## config.mk

```make
export PLATFORM = sky130hd
export DESIGN_NAME = iccm_boot_loader
export DESIGN_NICKNAME = d
export VERILOG_FILES = /design/src/rtl/boot_pkg.sv /design/src/rtl/iccm_boot_loader.sv
export SDC_FILE = /design/constraint.sdc
export NUM_CORES = 1
export LEC_CHECK = 0
export ABC_CLOCK_PERIOD_IN_PS = 2800
export BUFFER_PORTS_ARGS = -buffer_cell sky130_fd_sc_hd__buf_2
export CAP_MARGIN = 10
export CORE_MARGIN = 2
export CORE_UTILIZATION = 25
export CTS_CLUSTER_DIAMETER = 60
export DETAILED_ROUTE_END_ITERATION = 10
export MAX_ROUTING_LAYER = met4
export PLACE_DENSITY = 0.51
export REMOVE_ABC_BUFFERS = 1
export SLEW_MARGIN = 20
export SYNTH_ARGS = -nofsm -noshare
export SYNTH_HDL_FRONTEND = slang
export SYNTH_SLANG_ARGS = --single-unit
```

## constraint.sdc

```tcl
create_clock -name clk_i -period 2.8 [get_ports clk_i]
set_input_delay 0 -clock clk_i [delete_from_list [all_inputs] [get_ports clk_i]]
set_output_delay 0 -clock clk_i [all_outputs]
set_load 0.02 [all_outputs]
```

## src/rtl/boot_pkg.sv

```systemverilog
// Shared definitions for the ICCM boot loader: FSM states and the length-field width.
package boot_pkg;

    localparam int unsigned LenW = 16;

    typedef enum logic [2:0] {
        StIdle,
        StLen0,
        StLen1,
        StData,
        StWrite,
        StDone,
        StErr
    } boot_state_e;

endpackage

```

## src/rtl/iccm_boot_loader.sv

```systemverilog
// Receives a length-prefixed image byte stream from UART RX and writes it word-wise into ICCM,
// holding the core in reset until the image is complete.
module iccm_boot_loader
    import boot_pkg::*;
#(
    parameter int unsigned SramAw        = 12,
    parameter int unsigned TimeoutCycles = 1000000
) (
    input  logic              clk_i,
    input  logic              rst_i,
    input  logic              start_i,
    input  logic [7:0]        rx_byte_i,
    input  logic              rx_valid_i,
    output logic              iccm_req_o,
    output logic              iccm_we_o,
    output logic [SramAw-1:0] iccm_addr_o,
    output logic [31:0]       iccm_wdata_o,
    output logic              hold_core_o,
    output logic              boot_done_o,
    output logic              err_o
);

    localparam int unsigned TimerW = (TimeoutCycles > 1) ? $clog2(TimeoutCycles) : 1;
    localparam logic [TimerW-1:0] TimerMax = TimerW'(TimeoutCycles - 1);

    boot_state_e       r_state, w_state_nxt;
    logic [LenW-1:0]   r_count, w_count_nxt;
    logic [SramAw:0]   r_widx, w_widx_nxt;
    logic [1:0]        r_bidx, w_bidx_nxt;
    logic [31:0]       r_data, w_data_nxt;
    logic [TimerW-1:0] r_timer, w_timer_nxt;

    logic [TimerW-1:0] w_timer_inc;
    logic              w_timeout;
    logic [LenW-1:0]   w_len;
    logic [SramAw:0]   w_widx_inc;
    logic              w_len_too_big;

    assign w_timer_inc = r_timer + TimerW'(1);
    // Expire on the edge at which the idle counter would reach TimeoutCycles-1.
    assign w_timeout   = (w_timer_inc == TimerMax);
    assign w_len       = {rx_byte_i, r_count[7:0]};
    assign w_widx_inc  = r_widx + (SramAw + 1)'(1);
    assign w_len_too_big = 64'(w_len) > (64'd1 << SramAw);

    always_comb begin
        w_state_nxt = r_state;
        w_count_nxt = r_count;
        w_widx_nxt  = r_widx;
        w_bidx_nxt  = r_bidx;
        w_data_nxt  = r_data;
        w_timer_nxt = r_timer;
        unique case (r_state)
            StIdle, StDone, StErr: begin
                if (start_i) begin
                    w_state_nxt = StLen0;
                    w_count_nxt = '0;
                    w_widx_nxt  = '0;
                    w_bidx_nxt  = '0;
                    w_data_nxt  = '0;
                    w_timer_nxt = '0;
                end
            end
            StLen0: begin
                if (rx_valid_i) begin
                    w_count_nxt[7:0] = rx_byte_i;
                    w_timer_nxt      = '0;
                    w_state_nxt      = StLen1;
                end else if (w_timeout) begin
                    w_state_nxt = StErr;
                end else begin
                    w_timer_nxt = w_timer_inc;
                end
            end
            StLen1: begin
                if (rx_valid_i) begin
                    w_count_nxt = w_len;
                    w_timer_nxt = '0;
                    w_widx_nxt  = '0;
                    w_bidx_nxt  = '0;
                    w_data_nxt  = '0;
                    if (w_len == '0) begin
                        w_state_nxt = StDone;
                    end else if (w_len_too_big) begin
                        w_state_nxt = StErr;
                    end else begin
                        w_state_nxt = StData;
                    end
                end else if (w_timeout) begin
                    w_state_nxt = StErr;
                end else begin
                    w_timer_nxt = w_timer_inc;
                end
            end
            StData: begin
                if (rx_valid_i) begin
                    w_data_nxt[{r_bidx, 3'b000} +: 8] = rx_byte_i;
                    w_bidx_nxt  = r_bidx + 2'd1;
                    w_timer_nxt = '0;
                    if (r_bidx == 2'd3) begin
                        w_state_nxt = StWrite;
                    end
                end else if (w_timeout) begin
                    // Any partially packed word is simply abandoned.
                    w_state_nxt = StErr;
                end else begin
                    w_timer_nxt = w_timer_inc;
                end
            end
            StWrite: begin
                w_widx_nxt  = w_widx_inc;
                w_bidx_nxt  = '0;
                w_timer_nxt = '0;
                if (32'(w_widx_inc) == 32'(r_count)) begin
                    w_state_nxt = StDone;
                end else begin
                    w_state_nxt = StData;
                end
            end
            default: w_state_nxt = StIdle;
        endcase
    end

    always_ff @(posedge clk_i or posedge rst_i) begin
        if (rst_i) begin
            r_state <= StIdle;
            r_count <= '0;
            r_widx  <= '0;
            r_bidx  <= '0;
            r_data  <= '0;
            r_timer <= '0;
        end else begin
            r_state <= w_state_nxt;
            r_count <= w_count_nxt;
            r_widx  <= w_widx_nxt;
            r_bidx  <= w_bidx_nxt;
            r_data  <= w_data_nxt;
            r_timer <= w_timer_nxt;
        end
    end

    assign iccm_req_o   = (r_state == StWrite);
    assign iccm_we_o    = iccm_req_o;
    assign iccm_addr_o  = iccm_req_o ? r_widx[SramAw-1:0] : '0;
    assign iccm_wdata_o = iccm_req_o ? r_data : '0;
    assign hold_core_o  = (r_state != StDone);
    assign boot_done_o  = (r_state == StDone);
    assign err_o        = (r_state == StErr);

endmodule

```

==> results by stage, run 1 <==
Min path:
- The worst hold path belongs to the class primary input to flop.
- The startpoint of the most critical hold path is rx_byte_i[4].

Logic synthesis:
- By area, the combinational part of the netlist is dominated by simple AND/OR/NAND/NOR gates.
- The synthesized-area fraction occupied by ao, oa, aoi and oai cells is 16.4%.
- The average footprint of a synthesized cell is 8.38 µm².
- The async set-or-reset flop fraction in the synthesized netlist is 100%.
- The number of instances in the synthesized netlist is 618.
- Counting flops with a built-in enable in the synthesized netlist gives 0.
- The synthesized netlist devotes 2.37% of its cell area to adder and majority cells.
- The flop and latch count out of synthesis is 86.
- The most used flip-flop cell after synthesis is sky130_fd_sc_hd__dfrtp_1.
- The xor-xnor portion of the synthesized cell area is 4.73%.
- Synthesis instantiated 66 different standard cells from the library.
- The warning count from the yosys run is 0.
- The synthesized-area fraction occupied by and/or/nand/nor cells is 26.4%.
- The mux share of post-synthesis cell area is 3.00%.
- The cell area that synthesis handed to floorplanning was 5180 µm².
- The sequential element share of the synthesized area is 41.5%.

Routing:
- In the routed design, unresolved DRC markers number 0.
- The via count of the routed design is 4,610.
- For this block, the routed nets add up to 14.4 mm of wire.
- The number of optimization iterations in the first detailed-route pass is 5.
- The detail route stage leaves a number of antenna-violating nets equal to 0.
- The detailed router's first-iteration violation count is 303.
- In the routed layout, each cell is associated on average with a via count of 4.83.
- The average detailed-routed wire length per instance is 15.1 µm.

Critical path:
- The critical path goes through ha_1, nand3_1, nor3_1, mux2i_1, nor4b_2, buf_4, nand2_1, a221o_1.
- The highest-delay cell along the critical path is sky130_fd_sc_hd__dfrtp_1.
- The sort of element at the end of the critical path is a flop.
- The worst setup path is launched from a flop.
- Together, buffers and inverters on the worst path number 1.
- The type of the worst setup path is flop to flop.
- In this design, the largest share of critical-path delay is due to simple AND/OR/NAND/NOR gates.
- The source of the critical timing path is r_timer[1].
- Data arrives at the worst endpoint at 2840 ps.
- The origin of the critical flop-to-flop path is r_timer[1].
- For the worst setup path, the data required time is 3040 ps.
- The delay contributed by the slowest stage of the critical path is 450 ps.
- In this run the worst path has a maximum fanout of 7.

Clocking:
- Counting every sink on the clock net gives 86.
- The number of buffers created by CTS is 9.
- The buffer depth of the longest clock path is 2.
- The TritonCTS clock tree is yes.
- In this run the clock root is driven by a sky130_fd_sc_hd__clkbuf_16.
- The worst-skew pair later-pin latency is 350 ps.
- The number of setup buffers added after CTS is 0.
- The level count of the clock H-tree is 3.
- The clock slew seen by the registers of the worst setup and hold paths is 60 ps.

Floorplan:
- The chip width is 148 µm.
- The number of placement rows is 52.
- The floorplan step set the die height to 148 µm.
- In this run the standard cell core region covers 20,300 µm².
- Pin placement for this block handled 61 I/O pins.
- The die covers 21,900 µm².
- Once the floorplan was initialized, standard cells occupied 25.5% of the core.

Cells and area:
- The fraction of final layout cells sized beyond drive strength 1 is 18.0%.
- Leaving out filler cells and counting taps, the final layout contains 955.
- From synthesis to final layout, the design area changed by 20.1%.
- The number of diodes is 0.
- The final-stage net count is 701.
- The top cell types in the final layout, fill and taps aside, are sky130_fd_sc_hd__dfrtp_1, sky130_fd_sc_hd__nor2_1, sky130_fd_sc_hd__o21ai_0.
- The most common cell after layout, fill and taps aside is sky130_fd_sc_hd__dfrtp_1.
- Summing all multi-input logic gate instances after layout gives 2750 µm².
- The register area is 2150 µm².
- The layout has 2,203 filler cells.
- The post-layout utilization of the core is 30.7%.

Timing:
- Measured against its own limit, the worst slew margin works out to 51.6%.
- Based on the critical path, the design can be clocked at up to 0.385 GHz.
- The tightest hold path in the finished design has a slack of 20.4 ps.
- Summed over all failing endpoints, the final setup total negative slack is 0 ps.
- Setup repair after global routing left no endpoint under its margin.
- The minimum period implied by the final worst setup slack is 2600 ps.
- The final period utilization is 92.9%.
- Setup violations remaining at the end of the flow were counted as 0.
- The setup skew after layout is 6.50 ps.
- The number of failing hold endpoints at the final stage was 0.
- The max-slew violation count is 0.
- The transition time at the pin with the least slew margin is 727 ps.

GRT:
- The number of antenna violations at the first check in global routing came to 0.
- The via count of the first global-routing pass was 4,296.
- The wire length of the first global-routing pass is 23.4 mm.
- The maximum number of pins on one net before global-route repair is 38.
- The total overflow left after global routing is 0.
- For this run, the total global-route usage over all layers was measured as 13.7%.

Placement:
- The HPWL after detailed placement is 9.99 mm.
- Counting tap cells, the placed design contains a total of 931 instances.
- At the end of routability-driven placement, the weighted congestion stood at 0.773.
- Input and output buffers added on the ports amount to 60.

Status:
- The flow ran to the end, and the final reports show no timing, DRC or antenna violations.

Run:
- The number of max-capacitance violations reported is 0.

Power and ir drop:
- For this design the static power due to leakage is 2.70 nW.
- The power density over the cells is 785 nW/µm².
- The largest vdd supply drop is 0.434 mV.
-- report_power, final --
group          internal (W)  leakage, nW  switching, W
Sequential          0.00146         1.18      0.000256
Combinational      0.000736         1.37       0.00118
Clock              0.000717        0.142      0.000536
Total               0.00291         2.70       0.00197
-- flip-flops by register name, indices dropped and copies added, names as in the netlist --
register,flops
r_bidx,2
r_data,32
r_widx,13
r_timer,20
r_count,16
r_state,3
-- worst register-to-register path: stages (launching register included) --
cell,delay [ps]
sky130_fd_sc_hd__dfrtp_1,450
sky130_fd_sc_hd__ha_1,300
sky130_fd_sc_hd__nand3_1,190
sky130_fd_sc_hd__nor3_1,420
sky130_fd_sc_hd__mux2i_1,330
sky130_fd_sc_hd__nor4b_2,270
sky130_fd_sc_hd__buf_4,180
sky130_fd_sc_hd__nand2_1,60
sky130_fd_sc_hd__a221o_1,280
-- synth_stat cells, types with 6 or more instances --
cell | instances | share of area, %
sky130_fd_sc_hd__dfrtp_1 | 86 | 42
sky130_fd_sc_hd__nor2_1 | 71 | 5.1
sky130_fd_sc_hd__o21ai_0 | 64 | 6.2
sky130_fd_sc_hd__nand2_1 | 58 | 4.2
sky130_fd_sc_hd__nand3_1 | 50 | 4.8
sky130_fd_sc_hd__inv_1 | 35 | 2.5
sky130_fd_sc_hd__clkbuf_1 | 29 | 2.1
sky130_fd_sc_hd__and2_1 | 26 | 3.1
sky130_fd_sc_hd__xnor2_1 | 22 | 3.7
sky130_fd_sc_hd__nand4_1 | 13 | 1.6
sky130_fd_sc_hd__a22o_1 | 12 | 2.0
sky130_fd_sc_hd__mux2_2 | 12 | 2.6
sky130_fd_sc_hd__a21oi_1 | 11 | 1.1
sky130_fd_sc_hd__a31oi_1 | 10 | 1.2
sky130_fd_sc_hd__nor3_1 | 10 | 0.97
sky130_fd_sc_hd__ha_1 | 9 | 2.2
sky130_fd_sc_hd__nor4_1 | 9 | 1.1
sky130_fd_sc_hd__xor2_1 | 6 | 1.0
-- layout make-up --
| type | instances | share of cell area (%) |
|---|---|---|
| Clock buffer | 11 | 3.90 |
| Inverter | 35 | 2.13 |
| Multi-Input combinational cell | 459 | 44.2 |
| Clock inverter | 5 | 0.945 |
| Sequential cell | 86 | 34.6 |
| Timing Repair Buffer | 89 | 8.85 |
| Tap cell | 270 | 5.43 |
-- worst paths after layout --
check                      slack (ps)           to  depth (start not counted)
min                                20   r_count[4]                          3
max reg2reg                       200   r_timer[2]                          8
max                               200   r_timer[2]                          8
min reg2reg                       500  r_count[13]                          1
max in group asynchronous        1840   r_data[30]                          4
min in group asynchronous         270   r_timer[5]                          3
-- routing by layer --
metal	global-route usage [%]	up-vias	part of all wire, %
li1	-	2293	-
met1	19.3	2219	51
met2	20.0	90	45
met3	3.09	8	3.8
met4	3.29	0	0.96
met5	-	-	0
-- stage by stage --
stage | cell area [µm²] | worst slack, ps | total power [W]
after floorplan | 5020 | -86.8 | 0.00295
after global placement | 5830 | 254 | 0.00363
after detailed placement | 5830 | 202 | 0.00364
after CTS | 6210 | 196 | 0.00492
after global routing | 6220 | 16.3 | 0.00522
final | 6220 | 200 | 0.00489
-- cells by family (layout without fill, tap and decap cells) --
logic type / after synthesis / in the layout
flops: 86 / 86
mux: 14 / 14
xor+xnor: 28 / 28
compound gates: 135 / 135
fa+ha+maj: 10 / 10
simple gates: 272 / 272
buf+inv: 73 / 140
-- timing repair --
item                                   CTS  global route
resized for setup                        0             1
hold buffers                             8             0
endpoints found under the hold margin   47             0
setup endpoints to repair                0             4
(Power assumes the default switching activity.)
==> inputs of run 2 (changes only) <==
- CORE_ASPECT_RATIO: unset -> 0.5
==> run 2 against run 1 <==
  * Critical endpoint unchanged
  * Maximum frequency decreased by 2.2%
  * Design area is 0.72% lower
  * Largest cell class unchanged
  * Via count rose by 1.2%
  * Total power shrank 1.0%
  * Critical path type unchanged
==> results by stage, run 2 (synthesis gave the netlist of run 1 again) <==
Clocking:
- The TritonCTS clock tree is yes.
- The clock slew seen by the registers of the worst setup and hold paths is 60 ps (about the same).
- The level count of the clock H-tree is 3 (unchanged).
- The number of buffers created by CTS is 9 (unchanged).
- The master cell of the clock root buffer is sky130_fd_sc_hd__clkbuf_16.
- The number of gates resized after cts is 0 (unchanged).
- The buffer depth of the longest clock path is 2 (unchanged).
- The count of clock tree sinks is 86 (unchanged).
- The worst-skew pair later-pin latency is 340 ps (about the same).

Power and ir drop:
- The largest vdd supply drop came to 0.335 mV (-23%).
- The overall power after layout is 0.00483 W (-1.0%).
- The power density over the cells was 782 nW/µm² (-0.33%).
- The static power due to leakage is 2.69 nW (-0.31%).

GRT:
- The overflow left after global routing was 0 (unchanged).
- The number of antenna violations at the first check in global routing is 0 (unchanged).
- The via count of the first global-routing pass is 4,408 (+2.6%).
- The wire length of the first global-routing pass is 23.9 mm (+2.0%).
- The overall track demand over capacity in global routing is 13.7% (+0.016 points).
- The maximum number of pins on one net before global-route repair came to 48 (+26%).

Min path:
- The class of the worst hold path is primary input to flop.

Critical path:
- The count of buffering cells on the critical path with inverters included came to 0 (-1).
- The type of the worst setup path is flop to flop.
- The cell type group with the largest total delay on the critical path is simple AND/OR/NAND/NOR gates.
- The highest-delay cell along the critical path is sky130_fd_sc_hd__nor4_1.
- Walking the worst path, the cells encountered are ha_1, nand3_1, nor4_1, xor2_1, or4b_1, o21ai_1, a221o_1.
- The delay contributed by the slowest stage of the critical path came to 470 ps (+20 ps).
- The sort of element at the end of the critical path is a flop.
- The maximum fanout along the worst path is 7 (unchanged).
- The data arrival time of the critical path is 2930 ps (+90 ps).
- The endpoint required time on the critical path is 3080 ps (+40 ps).
- The worst setup path is launched from a flop.

Timing:
- The setup skew after layout is 7.39 ps (+0.886 ps).
- The final period utilization is 94.9% (+2.1 points).
- The number of failing hold endpoints at the final stage is 0 (unchanged).
- The sum of negative setup slack was 0 ps (unchanged).
- The minimum hold slack is 4.58 ps (-15.8 ps).
- The minimum period implied by the final worst setup slack is 2660 ps (+57.7 ps).
- The peak clock frequency supported by timing is 0.376 GHz (-2.2%).
- Setup repair after global routing could not meet its margin everywhere.
- The worst-case headroom to the max-slew limit is 51.3% (-0.30 points).
- The final setup violation count came to 0 (unchanged).
- The max-slew violation count is 0 (unchanged).
- The transition time at the pin with the least slew margin is 731 ps (+4.55 ps).

Routing:
- The remaining number of nets flagged by the antenna check after routing is 0 (unchanged).
- The via count of the routed design was 4,667 (+1.2%).
- The average via count per standard cell came to 4.88 (+1.1%).
- The total length of routed wires came to 14.2 mm (-1.1%).
- The number of optimization iterations in the first detailed-route pass was 4 (-1).
- The average detailed-routed wire length per instance was 14.9 µm (-1.2%).
- The total DRC errors in the routed layout is 0 (unchanged).
- The detailed router's first-iteration violation count is 350 (+16%).

Cells and area:
- The register bank with the most flops is r_data.
- The layout filler cell count was 2,167 (-1.6%).
- The number of diodes is 0 (unchanged).
- The number of flip-flops in the largest register was 32 (unchanged).
- The post-layout utilization of the core is 30.3% (-0.40 points).
- The fraction of final layout cells sized beyond drive strength 1 is 17.7% (-0.24 points).
- The number of standard cells in the layout, taps in and fillers out is 956 (+0.10%).
- The final-stage net count is 700 (-0.14%).
- Leaving out fill and tap cells, the most frequent cells in the layout are sky130_fd_sc_hd__dfrtp_1, sky130_fd_sc_hd__nor2_1, sky130_fd_sc_hd__o21ai_0.
- Leaving out fill and tap cells, the most frequent cell in the layout is sky130_fd_sc_hd__dfrtp_1.
- The largest registers in the layout are r_data x32, r_timer x20, r_count x16.
- From synthesis to final layout, the design area changed by 19.3%.

Floorplan:
- The starting density of the core is 25.4% (-0.15 points).
- The chip width is 208 µm (+40%).
- The die boundary height is 106 µm (-28%).
- The number of placement rows is 37 (-29%).
- The die footprint is 22,000 µm² (+0.32%).
- The floorplan core area is 20,400 µm² (+0.57%).
- The count of pins on the block boundary is 61 (unchanged).

Placement:
- The routability-driven placement congestion ratio came to 0.801 (+3.6%).
- The placed instance count is 935 (+0.43%).
- The HPWL after detailed placement came to 10.2 mm (+1.7%).
- The count of input and output buffers is 60 (unchanged).

Run:
- The number of max-capacitance violations reported is 0 (unchanged).

Status:
- The flow ran to the end, and the final reports show no timing, DRC or antenna violations.
run 2: final timing paths:
check	start	end	slack (ps)	cells after the start
max reg2reg	r_timer[1]	r_timer[2]	140	7
max	r_timer[1]	r_timer[2]	140	7
min in group asynchronous	rst_i	r_timer[7]	380	4
min	rx_byte_i[1]	r_count[1]	5	3
min reg2reg	r_data[30]	r_data[30]	500	1
max in group asynchronous	rst_i	r_data[23]	1970	4
run 2: worst min-delay path, delay by kind of cell:
kind	cells	cell delay [ps]
buffers and inverters	1	160
and+or+nand+nor	2	140
run 2: power by group:
group | total (W) | internal, W | switching (W)
Sequential | 0.00170 | 0.00146 | 0.000238
Clock | 0.00119 | 0.000690 | 0.000497
Combinational | 0.00195 | 0.000739 | 0.00121
run 2: layout make-up:
| cell class | instances | area (µm²) | area share, % |
|---|---|---|---|
| Clock inverter | 5 | 61.3 | 0.992 |
| Tap cell | 273 | 342 | 5.53 |
| Sequential cell | 86 | 2150 | 34.8 |
| Clock buffer | 10 | 229 | 3.71 |
| Inverter | 35 | 133 | 2.15 |
| Timing Repair Buffer | 88 | 526 | 8.51 |
| Multi-Input combinational cell | 459 | 2740 | 44.3 |
run 2: stage by stage:
step                setup slack, ps  cell area, µm²
floorplan                     -86.8            5020
global placement                200            5830
detailed placement              198            5830
CTS                             164            6180
global route                  -28.3            6180
finish                          142            6180
run 2: per-layer routing:
layer	global-route usage [%]	part of all wire, %	vias to the layer above
li1	-	-	2275
met1	19.1	50	2291
met2	21.0	46	89
met3	2.50	3.6	12
met4	2.65	0.74	0
met5	-	0	-
run 2: repair_timing:
item / 4_1_cts / 5_1_grt
endpoints found under the hold margin: 94 / 0
buffers inserted: 0 / 0
endpoints found under the setup margin: 0 / 5
hold buffers: 6 / 0
